**config.mk**
```make
export PLATFORM = sky130hd
export DESIGN_NAME = ahb_seg_key_ctrl_flat
export DESIGN_NICKNAME = d
export VERILOG_FILES = /design/src/rtl/ahb_seg_key_ctrl_if.sv /design/src/rtl/ahb_seg_key_ctrl.sv /design/src/flat_wrapper.sv
export SDC_FILE = /design/constraint.sdc
export NUM_CORES = 1
export LEC_CHECK = 0
export ABC_AREA = 1
export ABC_CLOCK_PERIOD_IN_PS = 4700
export BUFFER_PORTS_ARGS = -buffer_cell sky130_fd_sc_hd__buf_2
export CORE_MARGIN = 3
export CORE_UTILIZATION = 58
export DETAILED_ROUTE_END_ITERATION = 10
export PLACE_DENSITY = 0.83
export SLEW_MARGIN = 20
export SYNTH_ARGS = -nofsm -noshare
export SYNTH_HDL_FRONTEND = slang
export SYNTH_SLANG_ARGS = --single-unit
export TNS_END_PERCENT = 10
```
**constraint.sdc**
```tcl
create_clock -name HCLK -period 4.7 [get_ports HCLK]
set_clock_uncertainty 0.1 [all_clocks]
set_input_delay 0.94 -clock HCLK [delete_from_list [all_inputs] [get_ports HCLK]]
set_output_delay 0.94 -clock HCLK [all_outputs]
set_load 0.02 [all_outputs]
```
**src/rtl/ahb_seg_key_ctrl_if.sv**
```systemverilog
// rtl/ahb_seg_key_ctrl_if.sv - AHB-Lite slave bus bundle for the segment/key controller
interface ahb_seg_key_ctrl_if;
  logic        HSEL;
  logic        HREADY;
  logic [31:0] HADDR;
  logic [1:0]  HTRANS;
  logic        HWRITE;
  logic [2:0]  HSIZE;
  logic [31:0] HWDATA;
  logic        HREADYOUT;
  logic [31:0] HRDATA;
  logic        HRESP;

  modport slave (
    input  HSEL, HREADY, HADDR, HTRANS, HWRITE, HSIZE, HWDATA,
    output HREADYOUT, HRDATA, HRESP
  );

  modport master (
    output HSEL, HREADY, HADDR, HTRANS, HWRITE, HSIZE, HWDATA,
    input  HREADYOUT, HRDATA, HRESP
  );
endinterface

```
**src/rtl/ahb_seg_key_ctrl.sv**
```systemverilog
// rtl/ahb_seg_key_ctrl.sv - AHB-Lite multiplexed seven-segment display and key-event FIFO
module ahb_seg_key_ctrl #(
  parameter int NUM_DIGITS = 4,
  parameter int FIFO_DEPTH = 8,
  parameter int SCAN_DIV   = 50000
) (
  input  logic                  HCLK,
  input  logic                  HRESET,
  ahb_seg_key_ctrl_if.slave     bus,
  input  logic [4:0]            key_code,
  output logic [6:0]            seg,
  output logic [NUM_DIGITS-1:0] an,
  output logic                  dp,
  output logic                  key_irq
);

  localparam int AW = $clog2(FIFO_DEPTH);
  localparam int IW = (NUM_DIGITS > 1) ? $clog2(NUM_DIGITS) : 1;
  localparam int CW = $clog2(SCAN_DIV);

  localparam logic [2:0] A_DATA = 3'd0;
  localparam logic [2:0] A_CTRL = 3'd1;
  localparam logic [2:0] A_STAT = 3'd2;
  localparam logic [2:0] A_FIFO = 3'd3;
  localparam logic [2:0] A_IRQ  = 3'd4;

  assign bus.HREADYOUT = 1'b1;
  assign bus.HRESP     = 1'b0;

  logic unused_bus_bits;
  assign unused_bus_bits = ^{bus.HSIZE, bus.HADDR[31:5], bus.HADDR[1:0], bus.HTRANS[0], bus.HWDATA};

  logic       dp_valid;
  logic       dp_write;
  logic [2:0] dp_addr;

  always_ff @(posedge HCLK) begin
    if (HRESET) begin
      dp_valid <= 1'b0;
      dp_write <= 1'b0;
      dp_addr  <= 3'd0;
    end else if (bus.HREADY) begin
      dp_valid <= bus.HSEL & bus.HTRANS[1];
      dp_write <= bus.HWRITE;
      dp_addr  <= bus.HADDR[4:2];
    end
  end

  logic [4*NUM_DIGITS-1:0] disp_data;
  logic [NUM_DIGITS-1:0]   blank_mask;
  logic [NUM_DIGITS-1:0]   dp_mask;
  logic                    disp_en;
  logic                    irq_en;
  logic                    overflow;

  logic [4:0]    fifo_mem [FIFO_DEPTH];
  logic [AW-1:0] wr_ptr;
  logic [AW-1:0] rd_ptr;
  logic [AW:0]   fifo_cnt;
  logic [4:0]    key_prev;

  logic wr_en, rd_en, pop, push, key_evt, fifo_empty, fifo_full, ovf_clr;

  assign wr_en      = dp_valid & dp_write & bus.HREADY;
  assign rd_en      = dp_valid & ~dp_write;
  assign fifo_empty = (fifo_cnt == '0);
  assign fifo_full  = (fifo_cnt == (AW+1)'(FIFO_DEPTH));
  assign pop        = rd_en & bus.HREADY & (dp_addr == A_FIFO) & ~fifo_empty;
  assign key_evt    = (key_code != 5'd0) && (key_prev == 5'd0);
  // A pop in the same cycle frees the slot, so a full FIFO can still accept the push.
  assign push       = key_evt & (~fifo_full | pop);
  assign ovf_clr    = wr_en & (dp_addr == A_IRQ) & bus.HWDATA[1];

  always_ff @(posedge HCLK) begin
    if (HRESET) begin
      disp_data  <= '0;
      blank_mask <= '0;
      dp_mask    <= '0;
      disp_en    <= 1'b0;
      irq_en     <= 1'b0;
    end else if (wr_en) begin
      case (dp_addr)
        A_DATA: disp_data <= bus.HWDATA[4*NUM_DIGITS-1:0];
        A_CTRL: begin
          blank_mask <= bus.HWDATA[NUM_DIGITS-1:0];
          dp_mask    <= bus.HWDATA[8 +: NUM_DIGITS];
          disp_en    <= bus.HWDATA[16];
        end
        A_IRQ:  irq_en <= bus.HWDATA[0];
        default: ;
      endcase
    end
  end

  always_ff @(posedge HCLK) begin
    if (push) begin
      fifo_mem[wr_ptr] <= key_code;
    end
  end

  always_ff @(posedge HCLK) begin
    if (HRESET) begin
      wr_ptr   <= '0;
      rd_ptr   <= '0;
      fifo_cnt <= '0;
      overflow <= 1'b0;
      key_prev <= 5'd0;
    end else begin
      key_prev <= key_code;
      if (push) wr_ptr <= wr_ptr + 1'b1;
      if (pop)  rd_ptr <= rd_ptr + 1'b1;
      case ({push, pop})
        2'b10:   fifo_cnt <= fifo_cnt + 1'b1;
        2'b01:   fifo_cnt <= fifo_cnt - 1'b1;
        default: ;
      endcase
      if (key_evt & fifo_full & ~pop) begin
        overflow <= 1'b1;
      end else if (ovf_clr) begin
        overflow <= 1'b0;
      end
    end
  end

  logic [31:0] rd_word;

  always_comb begin
    rd_word = '0;
    case (dp_addr)
      A_DATA: rd_word[4*NUM_DIGITS-1:0] = disp_data;
      A_CTRL: begin
        rd_word[NUM_DIGITS-1:0]   = blank_mask;
        rd_word[8 +: NUM_DIGITS]  = dp_mask;
        rd_word[16]               = disp_en;
      end
      A_STAT: begin
        rd_word[0]        = fifo_empty;
        rd_word[1]        = fifo_full;
        rd_word[2]        = overflow;
        rd_word[8 +: AW+1] = fifo_cnt;
      end
      A_FIFO: if (!fifo_empty) rd_word = {1'b1, 26'd0, fifo_mem[rd_ptr]};
      A_IRQ:  rd_word[0] = irq_en;
      default: ;
    endcase
  end

  assign bus.HRDATA = rd_en ? rd_word : 32'd0;

  function automatic logic [6:0] hex_seg(input logic [3:0] nib);
    case (nib)
      4'h0: hex_seg = 7'h40;
      4'h1: hex_seg = 7'h79;
      4'h2: hex_seg = 7'h24;
      4'h3: hex_seg = 7'h30;
      4'h4: hex_seg = 7'h19;
      4'h5: hex_seg = 7'h12;
      4'h6: hex_seg = 7'h02;
      4'h7: hex_seg = 7'h78;
      4'h8: hex_seg = 7'h00;
      4'h9: hex_seg = 7'h10;
      4'hA: hex_seg = 7'h08;
      4'hB: hex_seg = 7'h03;
      4'hC: hex_seg = 7'h46;
      4'hD: hex_seg = 7'h21;
      4'hE: hex_seg = 7'h06;
      default: hex_seg = 7'h0E;
    endcase
  endfunction

  logic [CW-1:0] scan_cnt;
  logic [IW-1:0] dig_idx;
  logic [3:0]    cur_nib;

  assign cur_nib = disp_data[{dig_idx, 2'b00} +: 4];

  // Pins are driven from the registered index, so they trail an index change by one cycle.
  always_ff @(posedge HCLK) begin
    if (HRESET) begin
      scan_cnt <= '0;
      dig_idx  <= '0;
      seg      <= 7'h7F;
      an       <= '1;
      dp       <= 1'b1;
      key_irq  <= 1'b0;
    end else begin
      if (scan_cnt == CW'(SCAN_DIV - 1)) begin
        scan_cnt <= '0;
        dig_idx  <= (dig_idx == IW'(NUM_DIGITS - 1)) ? '0 : dig_idx + 1'b1;
      end else begin
        scan_cnt <= scan_cnt + 1'b1;
      end
      seg     <= hex_seg(cur_nib);
      an      <= (disp_en && !blank_mask[dig_idx]) ? ~(NUM_DIGITS'(1) << dig_idx) : '1;
      dp      <= ~dp_mask[dig_idx];
      key_irq <= irq_en & (~fifo_empty | overflow);
    end
  end

endmodule

```
**src/flat_wrapper.sv**
```systemverilog
// flat-port wrapper written by rule: the top's interface ports become plain ports
module ahb_seg_key_ctrl_flat 
#(
  parameter int NUM_DIGITS = 4,
  parameter int FIFO_DEPTH = 8,
  parameter int SCAN_DIV   = 50000
)
  (HCLK, HRESET, key_code, seg, an, dp, key_irq, bus_HSEL, bus_HREADY, bus_HADDR, bus_HTRANS, bus_HWRITE, bus_HSIZE, bus_HWDATA, bus_HREADYOUT, bus_HRDATA, bus_HRESP);
  ahb_seg_key_ctrl_if bus_i ();
  input  logic HCLK;
  input  logic HRESET;
  input  logic [4:0] key_code;
  output logic [6:0] seg;
  output logic [NUM_DIGITS-1:0] an;
  output logic dp;
  output logic key_irq;
  input wire logic [$bits(bus_i.HSEL)-1:0] bus_HSEL;
  input wire logic [$bits(bus_i.HREADY)-1:0] bus_HREADY;
  input wire logic [$bits(bus_i.HADDR)-1:0] bus_HADDR;
  input wire logic [$bits(bus_i.HTRANS)-1:0] bus_HTRANS;
  input wire logic [$bits(bus_i.HWRITE)-1:0] bus_HWRITE;
  input wire logic [$bits(bus_i.HSIZE)-1:0] bus_HSIZE;
  input wire logic [$bits(bus_i.HWDATA)-1:0] bus_HWDATA;
  output wire logic [$bits(bus_i.HREADYOUT)-1:0] bus_HREADYOUT;
  output wire logic [$bits(bus_i.HRDATA)-1:0] bus_HRDATA;
  output wire logic [$bits(bus_i.HRESP)-1:0] bus_HRESP;
  assign bus_i.HSEL = bus_HSEL;
  assign bus_i.HREADY = bus_HREADY;
  assign bus_i.HADDR = bus_HADDR;
  assign bus_i.HTRANS = bus_HTRANS;
  assign bus_i.HWRITE = bus_HWRITE;
  assign bus_i.HSIZE = bus_HSIZE;
  assign bus_i.HWDATA = bus_HWDATA;
  assign bus_HREADYOUT = bus_i.HREADYOUT;
  assign bus_HRDATA = bus_i.HRDATA;
  assign bus_HRESP = bus_i.HRESP;
  ahb_seg_key_ctrl #(.NUM_DIGITS(NUM_DIGITS), .FIFO_DEPTH(FIFO_DEPTH), .SCAN_DIV(SCAN_DIV)) u_core (.HCLK(HCLK), .HRESET(HRESET), .bus(bus_i), .key_code(key_code), .seg(seg), .an(an), .dp(dp), .key_irq(key_irq));
endmodule
```
# Yosys cells after proc, flatten, opt, wreduce, memory -nomap -nowiden
# Memory sizes are Yosys's and may differ from the RTL's. A register that Yosys moved wholly into a read port is not among the register bits.
# Cells that the tools add are included.
classes:
  reduce_logical: 14
  shifts: 2
  n_addsub: 6
  bitwise: 22
  muxes: 22
  n_lt_le_gt_ge: 1
  eq_ne: 9
ops:
  columns: ["op", "count"]
  rows:
  - ["32-bit two-way mux", 2]
  - ["4-bit case mux with 2 select lines", 3]
  - ["16-bit by 1-bit adder with 16-bit output, second input constant", 1]
  - ["16-bit == test, second input constant", 1]
  - ["4-bit case mux with 4 select lines", 1]
  - ["16-bit by 5-bit indexed part select with 4-bit output", 1]
  - ["15-bit two-way mux", 1]
  - ["1-bit AND", 13]
  - ["2-bit case mux with 4 select lines", 1]
  - ["3-bit by 1-bit adder with 3-bit output, second input constant", 2]
  - ["3-bit by 2-bit == test with 1-bit output, second input constant", 2]
  - ["1-bit two-way mux", 6]
  - ["3-bit two-way mux", 2]
  - ["1-bit NOT", 6]
  - ["2-bit AND reduction", 3]
  - ["5-bit zero test", 1]
  - ["1-bit case mux with 5 select lines", 1]
  - ["5-bit nonzero test", 1]
  - ["4-bit by 1-bit adder with 4-bit output, second input constant", 1]
  - ["1-bit binary-select mux with 2-bit select", 2]
  - ["2-bit == test, second input constant", 2]
  - ["4-bit == test, second input constant", 1]
  - ["4-bit zero test", 1]
  - ["4-bit NOT", 1]
  - ["other kinds (16)", 20]
totals:
  mem_count: 2
  register_bits: 71
  ramBits: 40
  romBits: 112
mem_list:
  columns: ["memory", "depth", "word_bits", "rd", "rd_clocked_by_memory_dff", "wr", "line", "rtl"]
  rows:
  - ["(name not given)", 16, 7, 1, 1, 0, "ahb_seg_key_ctrl.sv:151", "case (nib)"]
  - ["u_core.fifo_mem", 8, 5, 1, 1, 1, "ahb_seg_key_ctrl.sv:56", "logic [4:0] fifo_mem [FIFO_DEPTH];"]

# Longest topological paths before layout
# Gate-level depths: netlist of the first run.
logic_depth:
  depth_word: 9
  ltp_mapped: 15

# Worst setup path after synthesis of the first run
# Ideal clock, no wire load.
synth_path:
  kind: "input to register"
  start: "input bus_HREADY"
  end: "register u_core.fifo_cnt[3]"
  path_slack_ps: 2215
  arrival_time_ps: 2270
  stages: 14
  cell_sequence: "inv_2 -> nor2_2 -> nand3_4 -> inv_1 -> nand2_2 -> inv_1 -> ha_1 -> a21o_1 -> a21oi_1 -> inv_1 -> nand2_1 -> nand3_1 -> nand2_1 -> nor2_1"
synth_between:
  elab_chain_len: 7
  elab_cells_between_ends: 9
  cone_classes: "eq/ne (2); mux (1); bitwise (5); reduce/logical (1)"
synth_lines:
  columns: ["element", "line", "rtl"]
  rows:
  - ["from (decl)", "flat_wrapper.sv:18", "input wire logic [$bits(bus_i.HREADY)-1:0] bus_HREADY;"]
  - ["1-bit AND * (3 in series)", "ahb_seg_key_ctrl.sv:68", "assign pop = rd_en & bus.HREADY & (dp_addr == A_FIFO) & ~fifo_empty;"]
  - ["1-bit bitwise OR", "ahb_seg_key_ctrl.sv:71", "assign push = key_evt & (~fifo_full | pop);"]
  - ["1-bit AND", "ahb_seg_key_ctrl.sv:71", null]
  - ["2-bit by 1-bit == test with 1-bit output / 2-bit == test (equally long branches)", "ahb_seg_key_ctrl.sv:112", "case ({push, pop})"]
  - ["4-bit case mux with 2 select lines / 2-bit nonzero test (equally long branches)", null, null]
  - ["to (signal assigned)", "ahb_seg_key_ctrl.sv:113", "2'b10: fifo_cnt <= fifo_cnt + 1'b1;"]
  - ["to (signal assigned)", "ahb_seg_key_ctrl.sv:114", "2'b01: fifo_cnt <= fifo_cnt - 1'b1;"]
  - ["to (decl)", "ahb_seg_key_ctrl.sv:59", "logic [AW:0] fifo_cnt;"]
# Every way passes the cells marked *; elsewhere a longest branch is shown, timed or not.
# A chain may end at the register's enable or synchronous reset.

==> flow_summary.ini, run 1 <==
[finish]
fillers = 701
antenna_cells = 0
seq_area_um2 = 2820
drive_above_1_share_pct = 16.7
final_cell_mix = 112 x nor2_1, 100 x nand2_1, 81 x dfxtp_1
fin_area_um2 = 6570
final_util_pct = 70.5
final_common_cell = nor2_1
area_growth_syn_to_layout_pct = 17.2
nets = 832
multi_input_area_um2 = 2340
stdcell_count = 879

[clock_network]
ctsHoldBuffers = 0
cts.sinks = 121
cts_tree = done
cts_buffer_depth = 2
ctsResizeCount = 0
postCtsSetupRepairBufs = 0
ctsHtreeMaxLevel = 4
clock_latency_ns = 0.52
cts_buffers = 17
clkTransAtPathRegs_ns = 0.06
cts_root_buf = clkbuf_8

[routing]
wl_per_cell_um = 15.3
routed_wl_mm = 13.4
drc_errors = 0
drt-initial-drc-count = 437
ant_nets = 0
vias = 4858
firstDrtPassIters = 5
vias_per_cell = 5.53

[sta]
fin_crit_ns = 3.45
maxSlewViolCount = 0
fin_crit_sh_pct = 73.4
tns_ns = 0
max_slew_margin_pct = 50.2
holdWs_ns = 0.346
rsz0062_at_grt = false
setup_viol = 0
clock.fmax_mhz = 290
hold_viol = 0
worst_pin_slew_ns = 0.745

[floorplan]
die_h_um = 104
initial_core_util_pct = 60.1
chipWidth_um = 104
pin_count = 126
core-area_um2 = 9330
std_cell_rows = 35
die-area_um2 = 10900

[placement]
gp_congestion = 0.942
dp_hpwl_mm = 8.68
place_area_um2 = 5910
port_buffers = 61
placed_cells = 847

[power]
max-vdd-ir-drop_mv = 0.241
power_density_nw_per_um2 = 412
leakagePower_uw = 0.00271

[yosys]
ys_types = 42
netlist_instances = 679
synth_edf_count = 40
seq_area_frac_synth_pct = 50.3
synthArstFlopShare_pct = 0
ys_ff_latch = 121
syn_avg_cell_area_um2 = 8.26
syn_area_um2 = 5610
synthFlopType = dfxtp_1
ys_warn_count = 0

[global_route]
grt.total_usage_pct = 25.2
gr-total-overflow = 0
grt_pass1_wl_mm = 22.2
grt_start_max_net_pins = 43
grt_antenna_before_repair = 0
grt_pass1_vias = 4684

[worst_setup_path]
crit_required_ns = 3.66
reg2reg_from = u_core.dig_idx[0]
cp.arrival_ns = 2.41
end_kind = primary output
cp_max_fo = 22
cp-start-kind = flip-flop
criticalPathCategory = flip-flop to primary output

[run]
max_cap_violations = 0

[status]
outcome = complete, no violations

[min_path]
hp-class = flip-flop to flip-flop
hp-start = u_core.rd_ptr[2]
[critical path, stage by stage (launching register included)]
cell and delay (ns):
dfxtp_1 0.76, inv_2 0.31, nand2_1 0.14, a21oi_1 0.07, o31ai_1 0.31, a21oi_1 0.12
buf_2 0.18
[report_power, final]
part	leakage [uW]	switching (uW)	internal (uW)
Clock	0.000318	483	970
Combinational	0.00137	101	39.2
Sequential	0.00102	13.4	1100
Total	0.00271	598	2110
[cell type report]
type | instances | area share, %
flip-flops and latches | 121 | 42.9
multi-input cells | 462 | 35.6
clock buffers | 17 | 6.30
repair buffers | 62 | 4.76
inverters | 73 | 4.17
clock inverters | 15 | 3.77
well taps | 129 | 2.46
[synthesized netlist by cell type (all sizes together), types with 2 or more instances]
library cell | number | share of area [%]
a21oi | 51 | 4.6
a31oi | 2 | 0.22
buf | 30 | 3.5
clkbuf | 7 | 0.47
conb | 2 | 0.13
dfxtp | 81 | 29
edfxtp | 40 | 21
ha | 15 | 3.3
inv | 73 | 4.9
nand2 | 109 | 7.9
nand3 | 29 | 2.9
nand4 | 5 | 0.56
nor2 | 122 | 8.9
nor3 | 7 | 0.71
o211ai | 12 | 1.6
o21ai | 69 | 6.2
o221ai | 3 | 0.47
o22ai | 4 | 0.45
or2 | 3 | 0.38
xnor2 | 3 | 0.47
xor2 | 6 | 0.94
[cells by family (layout without fill, tap and decap cells)]
| group | Yosys count | in the layout | share of synthesized area, % |
|---|---|---|---|
| compound gates | 143 | 143 | 13.8 |
| simple gates | 278 | 278 | 21.8 |
| xor+xnor | 9 | 9 | 1.41 |
| fa+ha+maj | 16 | 16 | 3.70 |
| buf+inv | 110 | 167 | 8.88 |
| flops | 121 | 121 | 50.3 |
| other cells | 2 | 16 | 0.134 |
[final timing paths]
| kind | end | slack (ns) | depth (start not counted) |
|---|---|---|---|
| setup / recovery | bus_HRDATA[3] | 1.25 | 6 |
| hold / removal | flip-flop | 0.35 | 1 |
| setup reg to reg | u_core.seg[6] | 2.25 | 10 |
| hold reg to reg | flip-flop | 0.35 | 1 |
[sequential cells by signal, summed over array words and instances (netlist names), 4 cells and up, named ones only]
name               flops
u_core.dp_mask         4
u_core.scan_cnt       16
u_core.disp_data      16
u_core.key_prev        5
u_core.an              4
u_core.seg             7
u_core.fifo_cnt        4
u_core.blank_mask      4
u_core.fifo_mem       40
[per-stage QoR]
step           setup WS (ns)  total power (uW)
2_1_floorplan           2.22              1240
3_3_place_gp            1.81              1270
3_5_place_dp            1.79              1270
4_1_cts                 1.24              2710
5_1_grt                0.976              2780
6_report                1.25              2710
[metal layers]
layer	up-vias	GRT usage, %	wire length (um)
met5	-	0	0
met4	0	10.4	391
met3	40	6.33	959
met2	217	41.4	6650
met1	2279	31.9	5430
li1	2322	-	-
Note: power is estimated with default switching activity, not from simulation.
==> run 2: changes to the inputs <==
- ABC_CLOCK_PERIOD_IN_PS: 4700 -> 2900
- CORE_UTILIZATION: 58 -> 49
- PLACE_DENSITY: 0.83 -> 0.74
- clock period: 4.7 -> 2.9 ns (I/O delays scaled with it)
==> flow_summary.ini, run 2 (same netlist as run 1, synthesis figures left out) <==
[clock_network]
cts_root_buf = clkbuf_16
cts_buffer_depth = 2
clock_latency_ns = 0.41
ctsHoldBuffers = 0
ctsResizeCount = 0
postCtsSetupRepairBufs = 0
cts_buffers = 17
cts_tree = done
cts.sinks = 121
ctsHtreeMaxLevel = 4
clkTransAtPathRegs_ns = 0.06

[routing]
drt-initial-drc-count = 344
vias = 4792
routed_wl_mm = 13.3
drc_errors = 0
ant_nets = 0
vias_per_cell = 5.35
firstDrtPassIters = 6
wl_per_cell_um = 14.9

[min_path]
hp-class = input pin to flip-flop

[finish]
seq_area_um2 = 2830
nets = 837
fillers = 966
regMostFlops = u_core.fifo_mem
largest_register_ffs = 40
reg_top3 = u_core.fifo_mem x40, u_core.disp_data x16, u_core.scan_cnt x16
antenna_cells = 0
final_util_pct = 59.5
drive_above_1_share_pct = 17.5
final_common_cell = nor2_1
final_cell_mix = 112 x nor2_1, 100 x nand2_1, 79 x dfxtp_1
multi_input_area_um2 = 2340
area_growth_syn_to_layout_pct = 17.1

[floorplan]
initial_core_util_pct = 50.9
die_h_um = 113
chipWidth_um = 113
die-area_um2 = 12800
pin_count = 126
std_cell_rows = 38
core-area_um2 = 11000

[power]
intPower_uw = 3200
p_clk_share_pct = 51.1
p_sw_uw = 958
max-vdd-ir-drop_mv = 0.410
leakagePower_uw = 0.00271
p_comb_share_pct = 5.5
power_density_nw_per_um2 = 634
p_sw_share_pct = 23.0
seqPwrFrac_pct = 43.4

[global_route]
grt.total_usage_pct = 21.4
grt_antenna_before_repair = 0
grt_pass1_wl_mm = 21.9
grt_start_max_net_pins = 30
gr-total-overflow = 0
grt_pass1_vias = 4546

[sta]
clock.fmax_mhz = 383
worst_pin_slew_ns = 0.521
maxSlewViolCount = 0
rsz0062_at_grt = false
fin_crit_ns = 2.61
fin_crit_sh_pct = 90.0
hold_viol = 0
tns_ns = 0
max_slew_margin_pct = 65.2
setup_viol = 0

[worst_setup_path]
cp.arrival_ns = 1.93
cp_max_fo = 14
criticalPathCategory = flip-flop to primary output
cp-start-kind = flip-flop
end_kind = primary output
crit_required_ns = 2.22

[placement]
port_buffers = 61
dp_hpwl_mm = 9.20
gp_congestion = 0.829

[run]
max_cap_violations = 0

[status]
outcome = complete, no violations
run 2: cell types whose count changed in the layout (fill, tap and decap cells not counted):
| cell | change |
|---|---|
| dfxtp_2 | +2 |
| buf_4 | +5 |
| clkinv_4 | -1 |
| bufinv_16 | -3 |
| clkbuf_8 | -1 |
| clkinvlp_4 | +1 |
| dfxtp_1 | -2 |
| inv_6 | +1 |
| clkinv_2 | +2 |
| clkbuf_16 | +1 |
run 2: worst max-delay path: stages, from the launching register on:
cell and delay, ns:
dfxtp_2 0.42, buf_4 0.22, nor2_1 0.06, nor2_1 0.07, o21ai_0 0.11, o211ai_1 0.13, nand3_1 0.13, a21oi_1 0.18
buf_2 0.19
run 2: worst paths after layout:
path,to,from,slack (ns),cells after the start
setup / recovery,bus_HRDATA[0],flip-flop,0.29,8
hold / removal,u_core.disp_data[4],bus_HWDATA[4],0.29,3
setup reg to reg,u_core.fifo_cnt[3],u_core.dp_valid,0.67,14
hold reg to reg,u_core.scan_cnt[0],u_core.scan_cnt[0],0.35,1
run 2: layer usage:
layer | track usage, % | routed length (um) | up-vias
met1 | 28.1 | 5670 | 2250
met3 | 5.94 | 998 | 24
li1 | - | - | 2329
met2 | 34.5 | 6430 | 189
met5 | 0 | 0 | -
met4 | 6.57 | 197 | 0
run 2: power by group through the flow:
stage          Sequential, uW  Combinational (uW)  Clock (uW)
2_1_floorplan            1850                 159           0
3_3_place_gp             1840                 216           0
3_5_place_dp             1840                 225           0
4_1_cts                  1810                 227        2150
5_1_grt                  1810                 252        2220
6_report                 1810                 228        2120
run 2: area by class of cell:
cell class	instances	share of cell area, %
Multi-Input combinational cell	462	35.7
Sequential cell	121	43.0
Clock buffer	17	6.48
Inverter	73	4.17
Tap cell	140	2.67
Timing Repair Buffer	67	5.34
Clock inverter	15	2.67
run 2: metrics by stage:
stage | hold WS, ns | total power, uW | instances | cell area, um2 | worst slack (ns)
final | 0.292 | 4160 | 895 | 6570 | 0.289
after global routing | 0.296 | 4290 | 895 | 6570 | 0.0812
after CTS | 0.284 | 4180 | 895 | 6560 | 0.134
after detailed placement | 0.339 | 2070 | 863 | 5960 | 0.437
after global placement | 0.327 | 2060 | 863 | 5960 | 0.512
after floorplan | 0.312 | 2010 | 693 | 5660 | 0.775
==> run 3: changes to the inputs <==
- CORE_UTILIZATION: 49 -> 33
- PLACE_DENSITY: 0.74 -> 0.53
==> flow_summary.ini, run 3 (same netlist as run 1, synthesis figures left out) <==
[clock_network]
cts_root_buf = clkbuf_16
postCtsSetupRepairBufs = 0
clkTransAtPathRegs_ns = 0.05
ctsHtreeMaxLevel = 4
cts_buffer_depth = 2
cts_tree = done
cts.sinks = 121
clock_latency_ns = 0.41
cts_buffers = 17

[power]
total_power_uw = 4080
max-vdd-ir-drop_mv = 0.468
leakagePower_uw = 0.00270
power_density_nw_per_um2 = 614

[sta]
maxSlewViolCount = 0
rsz0062_at_grt = false
fin_crit_ns = 2.75
hold_viol = 0
clock.fmax_mhz = 363
fin_crit_sh_pct = 94.9
max_slew_margin_pct = 65.1
setup_viol = 0
tns_ns = 0
worst_pin_slew_ns = 0.521

[routing]
drc_errors = 0
vias_per_cell = 4.78
wl_per_cell_um = 13.5
routed_wl_mm = 13.2
vias = 4668
firstDrtPassIters = 5
ant_nets = 0
drt-initial-drc-count = 334

[worst_setup_path]
ff2ff_path_depth = 15
slowest_delay_ns = 0.39
reg2reg_from = u_core.dp_write
r2r_end = u_core.fifo_cnt[3]
cp-start-kind = flip-flop
path_cells = inv_1 -> nand2_1 -> inv_1 -> nand2_1 -> o21ai_0 -> a21oi_1 -> a21oi_1 -> buf_2
criticalPathCategory = flip-flop to primary output
end_kind = primary output
cp.arrival_ns = 2.07
cp_max_fo = 6
crit_path_top_delay_cell = dfxtp_1
r2r_setup_slack_ns = 0.59
crit_required_ns = 2.22

[finish]
largest_register_ffs = 40
area_growth_syn_to_layout_pct = 18.4
final_cell_mix = 112 x nor2_1, 100 x nand2_1, 79 x dfxtp_1
antenna_cells = 0
drive_above_1_share_pct = 16.8
nets = 838
final_common_cell = nor2_1
reg_top3 = u_core.fifo_mem x40, u_core.disp_data x16, u_core.scan_cnt x16
fillers = 1694
regMostFlops = u_core.fifo_mem

[min_path]
hp-class = input pin to flip-flop
whs_endpoint = u_core.disp_data[5]
whs_path_depth = 3
hp-start = bus_HWDATA[5]

[status]
outcome = complete, no violations

[floorplan]
chipWidth_um = 136
initial_core_util_pct = 33.8
pin_count = 126
die_h_um = 136
die-area_um2 = 18600
std_cell_rows = 47
core-area_um2 = 16600

[placement]
dp_hpwl_mm = 9.63
gp_congestion = 0.827
port_buffers = 61

[run]
max_cap_violations = 0

[global_route]
grt_pass1_wl_mm = 21.2
grt_start_max_net_pins = 33
grt.total_usage_pct = 14.6
grt_pass1_vias = 4357
grt_antenna_before_repair = 0
gr-total-overflow = 0
## run 3: cell count changes in the layout (fill, tap and decap cells not counted)
cell | before | now
clkbuf_1 | 0 | 4
clkinv_4 | 4 | 0
inv_6 | 2 | 0
buf_4 | 6 | 7
clkinv_1 | 2 | 4
## run 3: worst max-delay path by stage
stage | slack (ns) | endpoint | from
final | 0.15 | bus_HRDATA[2] | u_core.dp_addr[2]
after floorplan | 0.78 | u_core.fifo_cnt[3] | bus_HREADY
after CTS | 0.04 | bus_HRDATA[1] | flip-flop
after detailed placement | 0.40 | u_core.fifo_cnt[3] | bus_HREADY
after global routing | 0.04 | bus_HRDATA[2] | u_core.dp_addr[2]
after global placement | 0.41 | u_core.fifo_mem[6][4] | key_code[1]
## run 3: worst max-delay path, delay by kind of cell, from the launching register on
family                 cells  cell delay (ns)
AOI/OAI and AO/OA          3             0.53
DFF                        1             0.39
and+or+nand+nor            2             0.28
buffers and inverters      3             0.46
## run 3: cell type report
type	instances	area, um2	area share, %
Sequential cell	121	2830	42.5
Clock inverter	11	130	1.96
Timing Repair Buffer	68	358	5.39
Clock buffer	21	440	6.63
Tap cell	220	275	4.14
Multi-Input combinational cell	462	2340	35.2
Inverter	73	274	4.12
## run 3: metrics by stage
step / utilization, % / setup slack (ns) / area, um2 / hold WS [ns] / instances
finish: 40.1 / 0.147 / 6640 / 0.295 / 976
global route: 40.1 / 0.0397 / 6640 / 0.292 / 976
CTS: 40.0 / 0.0408 / 6640 / 0.284 / 976
detailed placement: 36.6 / 0.401 / 6070 / 0.345 / 944
global placement: 36.6 / 0.414 / 6070 / 0.327 / 944
floorplan: - / 0.775 / 5660 / 0.312 / 693
## run 3: where the power goes
group,internal (uW),switching (uW),total (uW)
clock network,1330,713,2050
logic,65.4,160,225
registers,1790,19.9,1810
## run 3: metal layers
layer / global-route usage [%] / share of wire, %
met3: 4.07 / 4.9
met4: 5.10 / 1.8
met1: 19.9 / 48
met2: 22.2 / 45
met5: 0 / 0
## run 3: repair_timing
item | in CTS | in global routing
resized for setup | 0 | 2
hold buffers | 0 | 0
setup endpoints to repair | 0 | 3
endpoints found under the hold margin | 0 | 0
